$ cat src/rtl/reg_acc_ctrl.sv
// Register-bank access controller: arbitrates the shared register bus between
// single SPI accesses (one-entry slot) and the power-up efuse loader walk.
module reg_acc_ctrl #(
    parameter int              DW           = 8,
    parameter int              AW           = 8,
    parameter int              CRC_W        = 8,
    parameter int              EF_NUM       = 4,
    parameter logic [AW-1:0]   EF_BASE_ADDR = 8'h40,
    parameter int              EF_TMO       = 255
) (
    input  logic             i_clk,
    input  logic             i_rst_n,
    input  logic             i_spi_req,
    input  logic             i_spi_wr,
    input  logic [AW-1:0]    i_spi_addr,
    input  logic [DW-1:0]    i_spi_wdata,
    input  logic [CRC_W-1:0] i_spi_crc,
    output logic             o_spi_ack,
    output logic [DW-1:0]    o_spi_rdata,
    output logic [CRC_W-1:0] o_spi_rcrc,
    output logic             o_spi_err,
    input  logic             i_ef_start,
    output logic             o_ef_rd,
    output logic [3:0]       o_ef_idx,
    input  logic             i_efuse_vld,
    input  logic [DW-1:0]    i_efuse_data,
    input  logic [CRC_W-1:0] i_efuse_crc,
    output logic             o_ef_busy,
    output logic             o_ef_done,
    output logic             o_ef_err,
    output logic             o_wen,
    output logic             o_ren,
    output logic [AW-1:0]    o_addr,
    output logic [DW-1:0]    o_wdata,
    output logic [CRC_W-1:0] o_crc_data,
    output logic             o_spi_ctrl_reg_en,
    output logic             o_efuse_ctrl_reg_en,
    input  logic [DW-1:0]    i_rdata,
    input  logic [CRC_W-1:0] i_rcrc
);

    typedef enum logic [2:0] {
        ST_IDLE    = 3'd0,
        ST_SPI_ACC = 3'd1,
        ST_SPI_ACK = 3'd2,
        ST_EF_RD   = 3'd3,
        ST_EF_WAIT = 3'd4,
        ST_EF_WR   = 3'd5
    } state_e;

    state_e             state_r, state_s;
    logic               slot_v_r, slot_v_s, slot_wr_r, slot_wr_s;
    logic [AW-1:0]      slot_addr_r, slot_addr_s;
    logic [DW-1:0]      slot_wdata_r, slot_wdata_s;
    logic [CRC_W-1:0]   slot_crc_r, slot_crc_s;
    logic               ef_pend_r, ef_pend_s;
    logic [3:0]         idx_r, idx_s;
    logic [7:0]         tmo_cnt_r, tmo_cnt_s;
    logic [DW-1:0]      spi_rdata_r, spi_rdata_s;
    logic [CRC_W-1:0]   spi_rcrc_r, spi_rcrc_s;
    logic               spi_err_r, spi_err_s;
    logic               ef_done_r, ef_done_s, ef_err_r, ef_err_s;
    logic               in_ef_s;

    logic               spi_ack_r, spi_ack_s, ef_rd_r, ef_rd_s, ef_busy_r, ef_busy_s;
    logic [3:0]         ef_idx_r, ef_idx_s;
    logic               wen_r, wen_s, ren_r, ren_s, spi_en_r, spi_en_s, ef_en_r, ef_en_s;
    logic [AW-1:0]      addr_r, addr_s;
    logic [DW-1:0]      wdata_r, wdata_s;
    logic [CRC_W-1:0]   crc_r, crc_s;

    assign in_ef_s = (state_r == ST_EF_RD) || (state_r == ST_EF_WAIT) || (state_r == ST_EF_WR);

    // Next-state logic: slot capture, start latching, sequencing and sticky status.
    always_comb begin
        state_s      = state_r;
        slot_v_s     = slot_v_r;
        slot_wr_s    = slot_wr_r;
        slot_addr_s  = slot_addr_r;
        slot_wdata_s = slot_wdata_r;
        slot_crc_s   = slot_crc_r;
        ef_pend_s    = ef_pend_r;
        idx_s        = idx_r;
        tmo_cnt_s    = tmo_cnt_r;
        spi_rdata_s  = spi_rdata_r;
        spi_rcrc_s   = spi_rcrc_r;
        spi_err_s    = 1'b0;
        ef_done_s    = ef_done_r;
        ef_err_s     = ef_err_r;

        if (i_spi_req && slot_v_r) begin
            spi_err_s = 1'b1;
        end else if (i_spi_req) begin
            slot_v_s     = 1'b1;
            slot_wr_s    = i_spi_wr;
            slot_addr_s  = i_spi_addr;
            slot_wdata_s = i_spi_wdata;
            slot_crc_s   = i_spi_crc;
        end else begin
            slot_v_s = slot_v_r;
        end

        if (i_ef_start && !in_ef_s) begin
            ef_pend_s = 1'b1;
        end else begin
            ef_pend_s = ef_pend_r;
        end

        case (state_r)
            ST_IDLE: begin
                if (ef_pend_r) begin
                    state_s   = ST_EF_RD;
                    ef_pend_s = 1'b0;
                    idx_s     = 4'd0;
                    ef_done_s = 1'b0;
                    ef_err_s  = 1'b0;
                end else if (slot_v_r) begin
                    state_s = ST_SPI_ACC;
                end else begin
                    state_s = ST_IDLE;
                end
            end
            ST_SPI_ACC: begin
                if (slot_wr_r) begin
                    spi_rdata_s = {DW{1'b0}};
                    spi_rcrc_s  = {CRC_W{1'b0}};
                end else begin
                    spi_rdata_s = i_rdata;
                    spi_rcrc_s  = i_rcrc;
                end
                slot_v_s = 1'b0;
                state_s  = ST_SPI_ACK;
            end
            ST_SPI_ACK: begin
                state_s = ST_IDLE;
            end
            ST_EF_RD: begin
                tmo_cnt_s = 8'd0;
                state_s   = ST_EF_WAIT;
            end
            ST_EF_WAIT: begin
                if (i_efuse_vld) begin
                    state_s = ST_EF_WR;
                end else if (tmo_cnt_r == 8'(EF_TMO)) begin
                    ef_err_s = 1'b1;
                    state_s  = ST_IDLE;
                end else begin
                    tmo_cnt_s = tmo_cnt_r + 8'd1;
                end
            end
            ST_EF_WR: begin
                if (idx_r == 4'(EF_NUM - 1)) begin
                    ef_done_s = 1'b1;
                    state_s   = ST_IDLE;
                end else begin
                    idx_s   = idx_r + 4'd1;
                    state_s = ST_EF_RD;
                end
            end
            default: begin
                state_s = ST_IDLE;
            end
        endcase
    end

    // Output decode from the next state so every output leaves a flop.
    always_comb begin
        spi_ack_s = 1'b0;
        ef_rd_s   = 1'b0;
        ef_idx_s  = 4'd0;
        ef_busy_s = 1'b0;
        wen_s     = 1'b0;
        ren_s     = 1'b0;
        addr_s    = {AW{1'b0}};
        wdata_s   = {DW{1'b0}};
        crc_s     = {CRC_W{1'b0}};
        spi_en_s  = 1'b0;
        ef_en_s   = 1'b0;
        case (state_s)
            ST_SPI_ACC: begin
                wen_s    = slot_wr_r;
                ren_s    = !slot_wr_r;
                addr_s   = slot_addr_r;
                wdata_s  = slot_wdata_r;
                crc_s    = slot_crc_r;
                spi_en_s = 1'b1;
            end
            ST_SPI_ACK: begin
                spi_ack_s = 1'b1;
            end
            ST_EF_RD: begin
                ef_rd_s   = 1'b1;
                ef_idx_s  = idx_s;
                ef_busy_s = 1'b1;
            end
            ST_EF_WAIT: begin
                ef_busy_s = 1'b1;
            end
            ST_EF_WR: begin
                // EF_WR is only entered on a valid efuse word, so the bus register captures it.
                wen_s     = 1'b1;
                addr_s    = EF_BASE_ADDR + AW'(idx_r);
                wdata_s   = i_efuse_data;
                crc_s     = i_efuse_crc;
                ef_en_s   = 1'b1;
                ef_busy_s = 1'b1;
            end
            default: begin
                ef_busy_s = 1'b0;
            end
        endcase
    end

    // State, slot, status and output registers.
    always_ff @(posedge i_clk or negedge i_rst_n) begin
        if (!i_rst_n) begin
            state_r      <= ST_IDLE;
            slot_v_r     <= 1'b0;
            slot_wr_r    <= 1'b0;
            slot_addr_r  <= {AW{1'b0}};
            slot_wdata_r <= {DW{1'b0}};
            slot_crc_r   <= {CRC_W{1'b0}};
            ef_pend_r    <= 1'b0;
            idx_r        <= 4'd0;
            tmo_cnt_r    <= 8'd0;
            spi_rdata_r  <= {DW{1'b0}};
            spi_rcrc_r   <= {CRC_W{1'b0}};
            spi_err_r    <= 1'b0;
            ef_done_r    <= 1'b0;
            ef_err_r     <= 1'b0;
            spi_ack_r    <= 1'b0;
            ef_rd_r      <= 1'b0;
            ef_idx_r     <= 4'd0;
            ef_busy_r    <= 1'b0;
            wen_r        <= 1'b0;
            ren_r        <= 1'b0;
            addr_r       <= {AW{1'b0}};
            wdata_r      <= {DW{1'b0}};
            crc_r        <= {CRC_W{1'b0}};
            spi_en_r     <= 1'b0;
            ef_en_r      <= 1'b0;
        end else begin
            state_r      <= state_s;
            slot_v_r     <= slot_v_s;
            slot_wr_r    <= slot_wr_s;
            slot_addr_r  <= slot_addr_s;
            slot_wdata_r <= slot_wdata_s;
            slot_crc_r   <= slot_crc_s;
            ef_pend_r    <= ef_pend_s;
            idx_r        <= idx_s;
            tmo_cnt_r    <= tmo_cnt_s;
            spi_rdata_r  <= spi_rdata_s;
            spi_rcrc_r   <= spi_rcrc_s;
            spi_err_r    <= spi_err_s;
            ef_done_r    <= ef_done_s;
            ef_err_r     <= ef_err_s;
            spi_ack_r    <= spi_ack_s;
            ef_rd_r      <= ef_rd_s;
            ef_idx_r     <= ef_idx_s;
            ef_busy_r    <= ef_busy_s;
            wen_r        <= wen_s;
            ren_r        <= ren_s;
            addr_r       <= addr_s;
            wdata_r      <= wdata_s;
            crc_r        <= crc_s;
            spi_en_r     <= spi_en_s;
            ef_en_r      <= ef_en_s;
        end
    end

    assign o_spi_ack           = spi_ack_r;
    assign o_spi_rdata         = spi_rdata_r;
    assign o_spi_rcrc          = spi_rcrc_r;
    assign o_spi_err           = spi_err_r;
    assign o_ef_rd             = ef_rd_r;
    assign o_ef_idx            = ef_idx_r;
    assign o_ef_busy           = ef_busy_r;
    assign o_ef_done           = ef_done_r;
    assign o_ef_err            = ef_err_r;
    assign o_wen               = wen_r;
    assign o_ren               = ren_r;
    assign o_addr              = addr_r;
    assign o_wdata             = wdata_r;
    assign o_crc_data          = crc_r;
    assign o_spi_ctrl_reg_en   = spi_en_r;
    assign o_efuse_ctrl_reg_en = ef_en_r;

endmodule
$ cat config.mk
export PLATFORM = sky130hd
export DESIGN_NAME = reg_acc_ctrl
export DESIGN_NICKNAME = d
export VERILOG_FILES = /design/src/rtl/reg_acc_ctrl.sv
export SDC_FILE = /design/constraint.sdc
export NUM_CORES = 1
export LEC_CHECK = 0
export BUFFER_PORTS_ARGS = -buffer_cell sky130_fd_sc_hd__buf_2
export CAP_MARGIN = 30
export CORE_MARGIN = 8
export CORE_UTILIZATION = 46
export DETAILED_ROUTE_END_ITERATION = 12
export GPL_TIMING_DRIVEN = 0
export PLACE_DENSITY = 0.75
export REMOVE_ABC_BUFFERS = 1
export SETUP_SLACK_MARGIN = 0.4
export SYNTH_ARGS = -nofsm -noshare
export SYNTH_HDL_FRONTEND = slang
export SYNTH_SLANG_ARGS = --single-unit
$ cat constraint.sdc
create_clock -name i_clk -period 2.5 [get_ports i_clk]
set_input_delay 0.5 -clock i_clk [delete_from_list [all_inputs] [get_ports i_clk]]
set_output_delay 0.5 -clock i_clk [all_outputs]
set_load 0.005 [all_outputs]
Word level (Yosys, flattened, before mapping)

Index checks and enable logic that the tools add are counted.

Register bits: 96
Latch bits: 0
Bits in writable memories: 0
ROM bits: 0
Input bits: 62
Output and inout bits: 54
Logic and storage cells: 101
Memories: 0

$add $sub $neg: 3
Multiply operators: 0
Divide/modulo/power cells: 0
Order comparisons: 0
Eq/ne operators: 17
Shifts and indexed selects: 0
Muxes and demuxes: 38
Bitwise operators: 1
Reductions and logical operators: 17

Operators by type and width:

| kind                                                                   | number |
|---|---|
| 8-bit case mux with 2 select lines                                     | 4 |
| 8-bit two-way mux                                                      | 4 |
| 1-bit two-way mux                                                      | 18 |
| 3-bit case mux with 5 select lines                                     | 1 |
| 3-bit equality test (second input constant)                            | 4 |
| 4-bit two-way mux                                                      | 3 |
| 3-bit by 2-bit equality test with 1-bit output (second input constant) | 3 |
| 7-bit by 4-bit adder with 8-bit output (first input constant)          | 1 |
| 8-bit by 1-bit adder with 8-bit output (second input constant)         | 1 |
| 8-bit equality test (second input constant)                            | 1 |
| 4-bit case mux with 2 select lines                                     | 1 |
| 2-bit nonzero test                                                     | 4 |
| 3-bit by 1-bit equality test with 1-bit output (second input constant) | 2 |
| 3-bit two-way mux                                                      | 2 |
| 2-bit by 1-bit != test with 1-bit output (second input constant)       | 3 |
| 2-bit != test (second input constant)                                  | 3 |
| 1-bit case mux with 2 select lines                                     | 3 |
| 3-bit AND reduction                                                    | 2 |
| 4-bit by 1-bit adder with 4-bit output (second input constant)         | 1 |
| 4-bit by 2-bit equality test with 1-bit output (second input constant) | 1 |
| 2-bit two-way mux                                                      | 2 |
| 2-bit AND reduction                                                    | 2 |
| 4-bit AND reduction                                                    | 1 |
| 3-bit zero test                                                        | 1 |
| 5 further kinds                                                        | 8 |

Longest topological paths before layout

Gate-level depths: netlist of the first run.

Depth in word-level cells: 8
Depth in mapped cells: 7
Gate-level depth less buffers: 6

Least setup slack after synthesis of the first run

Ideal clock, no wire load.

Kind: flip-flop to flip-flop
Start: register idx_r[0] (netlist name)
End: register tmo_cnt_r[2]
Setup time: 0.120 ns
Arrival time: 1.741 ns
Required time: 2.380 ns
Path slack: 0.639 ns
Stages on the path, launching flop included: 7
Buffers on the path: 0
Period minus slack after synthesis: 1.861 ns
Cell sequence: dfrtp_1 ha_1 nor3b_1 o211ai_4 a211oi_4 a21oi_1 a31o_1

RTL lines:

| element              | line | RTL |
|---|---|---|
| end signal, assigned | 251  | `tmo_cnt_r <= tmo_cnt_s;` |
| end, declared        | 58   | `logic [7:0] tmo_cnt_r, tmo_cnt_s;` |

Final worst setup path of the first run

Start: register tmo_cnt_r[0]
End: register crc_r[1] (netlist: o_crc_data[1])

Cells in the longest elaborated chain, start to end: 6
Elaborated cells between the ends (all ways): 7
Those cells by class: eq/ne (3); mux (4)

Ends and longest elaborated chain:

| element                                                                               | line | RTL |
|---|---|---|
| 8-bit equality test *                                                                 | 144  | `end else if (tmo_cnt_r == 8'(EF_TMO)) begin` |
| 3-bit two-way mux *                                                                   | 144  |  |
| 3-bit two-way mux *                                                                   | 142  | `if (i_efuse_vld) begin` |
| 3-bit case mux with 5 select lines *                                                  | 109  | `case (state_r)` |
| named net state_s[2]                                                                  | 51   | `state_e state_r, state_s;` |
| 3-bit equality test or 3-bit by 1-bit equality test with 1-bit output (tied branches) | 179  | `case (state_s)` |
| 8-bit case mux with 2 select lines *                                                  | 179  |  |
| named net crc_s[1]                                                                    | 70   | `logic [CRC_W-1:0] crc_r, crc_s;` |
| end signal, assigned                                                                  | 239  | `crc_r <= {CRC_W{1'b0}};` |
| end signal, assigned                                                                  | 265  | `crc_r <= crc_s;` |
| end, declared                                                                         | 70   |  |

Mark *: on every way through the listed nets, which the timed path passes. The rest lies on a longest branch.
A chain may end at the register's enable or synchronous reset.

==> results.yml, run 1 <==
yosys:
  synth_cell_types: 46
  synth_compound_area_share_pct: 11.80
  synth_warnings: 0
  ys_seq_area_share_pct: 61.74
  synthCells: 307
  synth-edff-count: 0
  postSynth.asyncResetShare_pct: 100.0
  syn_area_mm2: 0.003891
  ys.flop_type: "dfrtp_1"
  synthXorXnorAreaFrac_pct: 0.6752
  synthMuxAreaShare_pct: 8.264
  ys_seq_elements: 96
  synth_fa_ha_area_share_pct: 0.6431
  synth_simple_gate_area_share_pct: 13.67
  synth_area_leaders: "dfrtp_1, mux2_2, a22o_1"
  synth_top_area_share_pct: 61.74
  avgSynthCellArea_um2: 12.68
  synth_top_family_by_area: "simple AND/OR/NAND/NOR gates"
  synth.largest_area_cell: "dfrtp_1"
die:
  start_util_pct: 47.36
  ios: 116
  die_y_um: 108.0
  dieArea_mm2: 0.01166
  die_w_um: 108.0
  floorplan.rows: 33
  design.core.area_mm2: 0.008217
setup_path:
  critPathRequiredTime_ns: 2.80
  worstSetupStartpointType: "flip-flop"
  path_max_fanout: 6
  crit_arrival_ns: 2.29
  cp-end-kind: "flip-flop"
  critPathKind: "reg -> reg"
routing:
  firstDrtPassIters: 4
  drtIter0Drc: 103
  num_vias: 2831
  viasPerCell: 5.243
  ant_nets: 0
  drc: 0
  wirelength_um: 9074
  wire_per_inst_um: 16.80
clock_tree:
  cts_root_buf: "clkbuf_8"
  max-clock-path-buffers: 2
  cts.hold.buffers_added: 0
  cts_tree: "built"
  cts.reportedPaths.clkPinSlew_ns: 0.10
  cts_htree_levels: 3
  numCtsBuffers: 9
  cts_sinks: 96
  clk_latency_ns: 0.36
grt:
  grt_max_degree: 64
  grt_pass1_wl_um: 14480
  grt-ovfl-total: 0
  grt_usage_pct: 15.67
  grt_pass1_vias: 2895
  antenna_found_initial: 0
finish:
  antenna_cells: 0
  fin_nets: 494
  final.fill_count: 674
  fin_area_mm2: 0.004911
  areaGrowthSynthToFinish_pct: 26.21
  final_cells: 540
  layout-drive-gt1-share_pct: 43.45
pwr:
  ir_drop_v: 0.0004606
  p_total_mw: 5.469
  p_leak_nw: 2.515
  power_density_mw_per_mm2: 1114
timing:
  worstMarginPinSlew_ns: 0.8147
  fin_crit_sh_pct: 79.64
  max_freq_mhz: 502.3
  hold_slack_ns: 0.08304
  fin_worst_skew_ns: 0.01406
  hold_viol: 0
  finalSetupViolCount: 0
  final_max_slew_viol_count: 0
  rsz0062_at_grt: "no"
  finalCriticalPeriod_ns: 1.991
  slew-limit-headroom_pct: 45.18
outcome:
  outcome: "complete, no violations"
min_path:
  hp-class: "in -> async"
place:
  routabilityCongestion: 0.8087
  dp.cells: 513
  postPlaceCellArea_mm2: 0.004551
  io_buffers: 115
  dp_hpwl_um: 6136
job:
  maxCapViolCount: 0
==> sequential cells by signal, summed over array words and instances (netlist names), 8 cells and up <==
signal and flops:
o_addr 8, o_crc_data 8, o_spi_rcrc 8, slot_addr_r 8, slot_crc_r 8, o_spi_rdata 8, slot_wdata_r 8, tmo_cnt_r 8
o_wdata 8
==> final timing paths <==
kind	depth (start not counted)	from	endpoint	slack (ns)
max in group asynchronous	2	i_rst_n	state_r[2]	1.75
hold reg to reg	2	o_spi_rdata[5]	o_spi_rdata[5]	0.48
setup reg to reg	7	tmo_cnt_r[0]	o_crc_data[1]	0.51
hold / removal	1	i_rst_n	o_wdata[4]	0.08
setup / recovery	7	tmo_cnt_r[0]	o_crc_data[1]	0.51
min in group i_clk	2	i_efuse_data[4]	o_wdata[4]	0.35
==> cell usage in the layout, fill, tap and decap left out, types with 3 or more instances in the layout <==
cell type	count
a21o_1	3
and2_1	5
nand2_1	25
o21ai_0	19
buf_2	114
clkbuf_8	10
nor2_1	16
dfrtp_1	93
buf_4	9
a21oi_1	7
inv_1	5
a22o_1	20
dfrtp_2	3
nand4_1	3
mux2i_1	4
mux2_2	25
nand2b_1	19
and3_1	3
nand3_1	6
==> cells in the mapped netlist (all sizes together), types with 5 or more instances <==
| cell | count |
|---|---|
| clkbuf | 10 |
| nor2 | 16 |
| dfrtp | 96 |
| o21ai | 19 |
| nand3 | 6 |
| and2 | 5 |
| inv | 5 |
| buf | 7 |
| nand2 | 26 |
| a21oi | 7 |
| nand2b | 19 |
| mux2 | 25 |
| a22o | 20 |
==> report_power, final <==
group	switching, mW	total [mW]	internal, mW	leakage, nW
logic	0.942	1.88	0.936	1.16
clock network	0.534	1.13	0.601	0.115
registers	0.352	2.46	2.10	1.24
total	1.83	5.47	3.64	2.51
==> routing by layer <==
layer  wire length [um]  vias to the layer above  GRT usage (%)
li1                   -                     1325              -
met1               3788                     1429          19.19
met2               4635                       67          25.89
met3                496                       10          4.462
met4                154                        0          5.550
met5                  0                        -              0
==> worst max-delay path, stage by stage (launching register included) <==
cell and delay, ns:
dfrtp_1 0.42, ha_2 0.25, nand3_1 0.14, o31ai_4 0.42
nand2_4 0.16, nor3_4 0.23, buf_4 0.18, a22o_1 0.14
==> logic make-up (layout without fill, tap and decap cells) <==
family	after synthesis	in the layout
xor+xnor	3	3
flops	96	96
simple gates	95	97
buf+inv	22	148
mux	29	29
fa+ha+maj	2	2
compound gates	60	60
==> repair_timing <==
item / 4_1_cts / 5_1_grt
gates resized for setup: 4 / 8
endpoints found under the setup margin: 35 / 30
pin swaps: 2 / 3
gates cloned: 1 / 1
buffers inserted: 3 / 6
==> stage by stage <==
step / setup WS [ns] / utilization, % / TNS (ns)
5_1_grt: 0.3643 / 59.77 / 0
2_1_floorplan: 0.2727 / - / 0
3_5_place_dp: -0.4223 / 55.38 / -9.731
3_3_place_gp: -0.3717 / 54.67 / -17.44
4_1_cts: 0.3685 / 58.87 / 0
6_report: 0.5090 / 59.77 / 0
==> final cells by class <==
cell class | instances | area, um^2 | share of cell area, %
Clock buffer | 11 | 141.4 | 2.879
Clock inverter | 5 | 86.33 | 1.758
Tap cell | 105 | 131.4 | 2.675
Multi-Input combinational cell | 191 | 1415 | 28.82
Sequential cell | 96 | 2406 | 48.99
Timing Repair Buffer | 127 | 711.9 | 14.50
Inverter | 5 | 18.77 | 0.3822
No activity file was read; power rests on OpenSTA's default activity.
==> run 2: changes to the inputs <==
PLACE_DENSITY = 0.78   (was 0.75)
clock period = 1.8 ns   (was 2.5 ns; I/O delays follow)
==> results.yml, run 2 (synthesized netlist as in run 1, its figures left out) <==
finish:
  areaGrowthSynthToFinish_pct: 46.75
  antenna_cells: 0
  layout-drive-gt1-share_pct: 59.30
  final_cell_mix: "buf_2, dfrtp_1, buf_4, mux2_2, buf_6"
  final.fill_count: 549
  fin_nets: 548
  final_common_cell: "buf_2"
routing:
  wirelength_um: 11360
  drc: 0
  firstDrtPassIters: 4
  wire_per_inst_um: 19.13
  drtIter0Drc: 187
  ant_nets: 0
  num_vias: 3207
  viasPerCell: 5.399
clock_tree:
  cts_htree_levels: 3
  cts.reportedPaths.clkPinSlew_ns: 0.10
  clk_latency_ns: 0.37
  cts_root_buf: "clkbuf_8"
  numCtsBuffers: 9
  cts_sinks: 96
  cts_tree: "built"
  max-clock-path-buffers: 2
place:
  routabilityCongestion: 0.7661
  dp_hpwl_um: 6295
  io_buffers: 115
  dp_slack_ns: -1.082
die:
  start_util_pct: 47.36
  design.core.area_mm2: 0.008217
  dieArea_mm2: 0.01166
  floorplan.rows: 33
  die_w_um: 108.0
  die_y_um: 108.0
  ios: 116
timing:
  final_max_slew_viol_count: 0
  timing.final.ws_setup_ns: -0.09647
  fin_worst_skew_ns: 0.01874
  worstMarginPinSlew_ns: 0.5341
  max_freq_mhz: 527.3
  hold_viol: 0
  hold_slack_ns: 0.1989
  slew-limit-headroom_pct: 64.39
  finalSetupViolCount: 28
  fin_crit_sh_pct: 105.4
  tns_ns: -1.774
  rsz0062_at_grt: "yes"
  finalCriticalPeriod_ns: 1.896
pwr:
  ir_drop_v: 0.0008059
  p_leak_nw: 2.862
  p_total_mw: 9.115
  power_density_mw_per_mm2: 1596
setup_path:
  path_max_fanout: 6
  critPathKind: "reg -> reg"
  cp-end-kind: "flip-flop"
  crit_arrival_ns: 2.15
  critPathRequiredTime_ns: 2.05
  worstSetupStartpointType: "flip-flop"
  r2r_setup_slack_ns: -0.1
grt:
  grt_usage_pct: 17.78
  grt_pass1_wl_um: 16370
  grt_max_degree: 66
  grt-ovfl-total: 0
  antenna_found_initial: 0
  grt_pass1_vias: 3191
outcome:
  outcome: "complete, but fails checks"
  violations: "setup timing"
min_path:
  hp-class: "in -> reg"
job:
  maxCapViolCount: 0
[run 2: final timing paths]
kind                           startpoint              to  depth (start not counted)
max                            state_r[2]    tmo_cnt_r[7]                          7
min                        i_efuse_crc[0]   o_crc_data[0]                          2
max reg2reg                    state_r[2]    tmo_cnt_r[7]                          7
min reg2reg                o_spi_rdata[4]  o_spi_rdata[4]                          2
max in group asynchronous         i_rst_n      state_r[0]                          3
min in group asynchronous         i_rst_n   o_crc_data[0]                          2
[run 2: timing repair]
item,CTS,global route
pin swaps,31,40
resized for setup,63,68
hold endpoints to repair,31,0
cloned,4,0
hold buffers,1,0
buffers inserted,36,24
setup endpoints to repair,94,66
[run 2: final cells by class]
| cell class | count | area (um^2) | area share [%] |
|---|---|---|---|
| Sequential cell | 96 | 2407 | 42.16 |
| Multi-Input combinational cell | 193 | 1697 | 29.71 |
| Timing Repair Buffer | 179 | 1247 | 21.84 |
| Clock buffer | 10 | 137.6 | 2.410 |
| Tap cell | 105 | 131.4 | 2.301 |
| Clock inverter | 6 | 58.81 | 1.030 |
| Inverter | 5 | 31.28 | 0.5478 |
[run 2: per-layer routing]
layer	vias up	part of all wire (%)	global-route usage (%)
li1	1439	-	-
met1	1609	40	20.98
met2	135	51	29.95
met3	24	6.2	3.331
met4	0	3.1	10.01
met5	-	0	0
[run 2: where the power goes]
part	total (mW)	leakage, nW	internal [mW]	switching [mW]
registers	3.41	1.24	2.92	0.492
clock network	1.40	0.0988	0.577	0.826
logic	4.30	1.52	2.36	1.94
total	9.12	2.86	5.86	3.26
[run 2: worst max-delay path, stage by stage (launching register included)]
cell       delay (ns)
dfrtp_2          0.45
buf_4            0.14
nor3b_4          0.28
o31ai_4          0.17
buf_6            0.16
a2111oi_4        0.30
xnor2_1          0.19
nor2_1           0.10
[run 2: through the flow]
step / instance area, um^2 / util (%) / cells
3_3_place_gp: 4492 / 54.67 / 510
3_5_place_dp: 4563 / 55.54 / 513
2_1_floorplan: 3785 / - / 290
5_1_grt: 5710 / 69.50 / 594
6_report: 5710 / 69.50 / 594
4_1_cts: 5294 / 64.43 / 570
==> run 3: changes to the inputs <==
GPL_TIMING_DRIVEN = not set   (was 0)
PLACE_DENSITY = 0.75   (was 0.78)
==> results.yml, run 3 (synthesized netlist as in run 1, its figures left out) <==
outcome:
  outcome: "complete, but fails checks"
  violations: "setup timing"
timing:
  finalSetupViolCount: 31
  hold_viol: 0
  rsz0062_at_grt: "yes"
  timing.final.ws_setup_ns: -0.1337
  finalCriticalPeriod_ns: 1.934
  slew-limit-headroom_pct: 59.81
  max_freq_mhz: 517.2
  fin_crit_sh_pct: 107.4
  worstMarginPinSlew_ns: 0.6028
  final_max_slew_viol_count: 0
  fin_worst_skew_ns: 0.01110
pwr:
  power_density_mw_per_mm2: 1645
  p_leak_nw: 2.987
  ir_drop_v: 0.0007065
die:
  start_util_pct: 47.36
  design.core.area_mm2: 0.008217
  ios: 116
  die_y_um: 108.0
  die_w_um: 108.0
  floorplan.rows: 33
  dieArea_mm2: 0.01166
job:
  maxCapViolCount: 0
setup_path:
  cp-end-kind: "flip-flop"
  cp_slowest_stage_delay_ns: 0.37
  worstSetupStartpointType: "flip-flop"
  path_max_fanout: 6
  critPathKind: "reg -> reg"
  crit_arrival_ns: 2.25
  critPathRequiredTime_ns: 2.11
  r2r_start: "tmo_cnt_r[0]"
  worstPathCellList: "ha_1 -> nand3_2 -> o31ai_4 -> buf_4 -> nand2_8 -> nor3_4 -> clkbuf_16 -> a22o_1"
  crit_path_top_delay_cell: "dfrtp_1"
  critPathLaunch: "tmo_cnt_r[0]"
place:
  dp_hpwl_um: 6423
  routabilityCongestion: 0.7866
  dp_slack_ns: -0.3312
  io_buffers: 115
grt:
  grt-ovfl-total: 0
  grt_usage_pct: 17.75
  grt_pass1_wl_um: 16240
  antenna_found_initial: 0
  grt_pass1_vias: 3194
  grt_max_degree: 73
min_path:
  hp-start: "i_efuse_data[5]"
  hp-class: "in -> reg"
routing:
  ant_nets: 0
  wirelength_um: 11400
  viasPerCell: 5.278
  wire_per_inst_um: 18.97
  drc: 0
  num_vias: 3172
  drtIter0Drc: 117
  firstDrtPassIters: 4
finish:
  final_core_util_pct: 72.03
  final_common_cell: "buf_2"
  final_cell_mix: "buf_2, dfrtp_1, buf_4, mux2_2, buf_6"
  final.fill_count: 574
  fin_nets: 555
  layout-drive-gt1-share_pct: 61.09
  areaGrowthSynthToFinish_pct: 52.09
  antenna_cells: 0
clock_tree:
  cts_sinks: 96
  max-clock-path-buffers: 2
  numCtsBuffers: 9
  clk_latency_ns: 0.37
  cts_htree_levels: 3
  cts_tree: "built"
  cts_root_buf: "clkbuf_8"
  cts.reportedPaths.clkPinSlew_ns: 0.11
[run 3: cell count changes in the layout (fill, tap and decap cells not counted), moves of 3 or more]
cell       change
nand2_2        -8
nand2_1        -3
clkbuf_16      +4
nor2_1         -3
nand2_4       +10
or3b_4         -3
a21oi_2        -3
o21ai_2        +4
a21oi_1        +3
o21ai_1        -5
buf_4          +4
[run 3: final timing paths]
kind / endpoint / slack (ns) / cells after the start
worst min register to register: o_addr[6] / 0.50 / 1
max in group asynchronous: state_r[0] / 0.96 / 3
worst min-delay path: o_wdata[5] / 0.20 / 2
min in group asynchronous: slot_v_r / 0.53 / 3
worst max-delay path: o_addr[1] / -0.13 / 8
worst max register to register: o_addr[1] / -0.13 / 8
[run 3: worst max-delay path: cells and delay by family, from the launching register on]
| kind | cells | cell delay [ns] |
|---|---|---|
| adder cells (fa/ha/maj) | 1 | 0.19 |
| flip-flops | 1 | 0.37 |
| buffers and inverters | 2 | 0.41 |
| AO/OA/AOI/OAI | 2 | 0.37 |
| AND/OR/NAND/NOR | 3 | 0.52 |
[run 3: layout make-up]
class	instances	area, um^2	share of cell area [%]
sequential	96	2406	40.66
inverter	5	31.28	0.5285
multi-input combinational	190	1732	29.26
timing repair buffer	189	1408	23.78
tap	105	131.4	2.220
clock inverter	7	86.33	1.459
clock buffer	9	123.9	2.093
[run 3: layer usage]
layer / share of wire [%] / vias up / global-route usage, % / routed length (um)
met5: 0 / - / 0 / 0
met4: 3.1 / 0 / 7.334 / 350
met3: 5.4 / 26 / 3.629 / 617
met2: 53 / 107 / 30.60 / 6070
met1: 38 / 1591 / 21.12 / 4364
li1: - / 1448 / - / -
[run 3: timing repair]
item | CTS | global route
hold buffers | 1 | 0
endpoints found under the setup margin | 62 | 70
pin swaps | 28 | 38
endpoints found under the hold margin | 11 | 0
resized for setup | 87 | 58
setup buffers | 17 | 9
cloned | 2 | 5
[run 3: stage by stage]
stage / cells / power [mW] / TNS, ns / instance area [um^2] / hold WS, ns
3_5_place_dp: 551 / 6.127 / -8.531 / 4842 / 0.3943
5_1_grt: 601 / 10.21 / -4.027 / 5918 / 0.1850
6_report: 601 / 9.738 / -2.484 / 5918 / 0.1964
3_3_place_gp: 551 / 5.999 / -6.991 / 4842 / 0.3880
4_1_cts: 587 / 8.670 / -0.4291 / 5483 / 0.1888
2_1_floorplan: 290 / 4.772 / -18.73 / 3785 / 0.06441
[run 3: power breakdown]
group          total [mW]  switching [mW]  internal [mW]
Clock                1.51           0.835          0.672
Combinational        4.80            2.19           2.61
Sequential           3.43           0.507           2.92
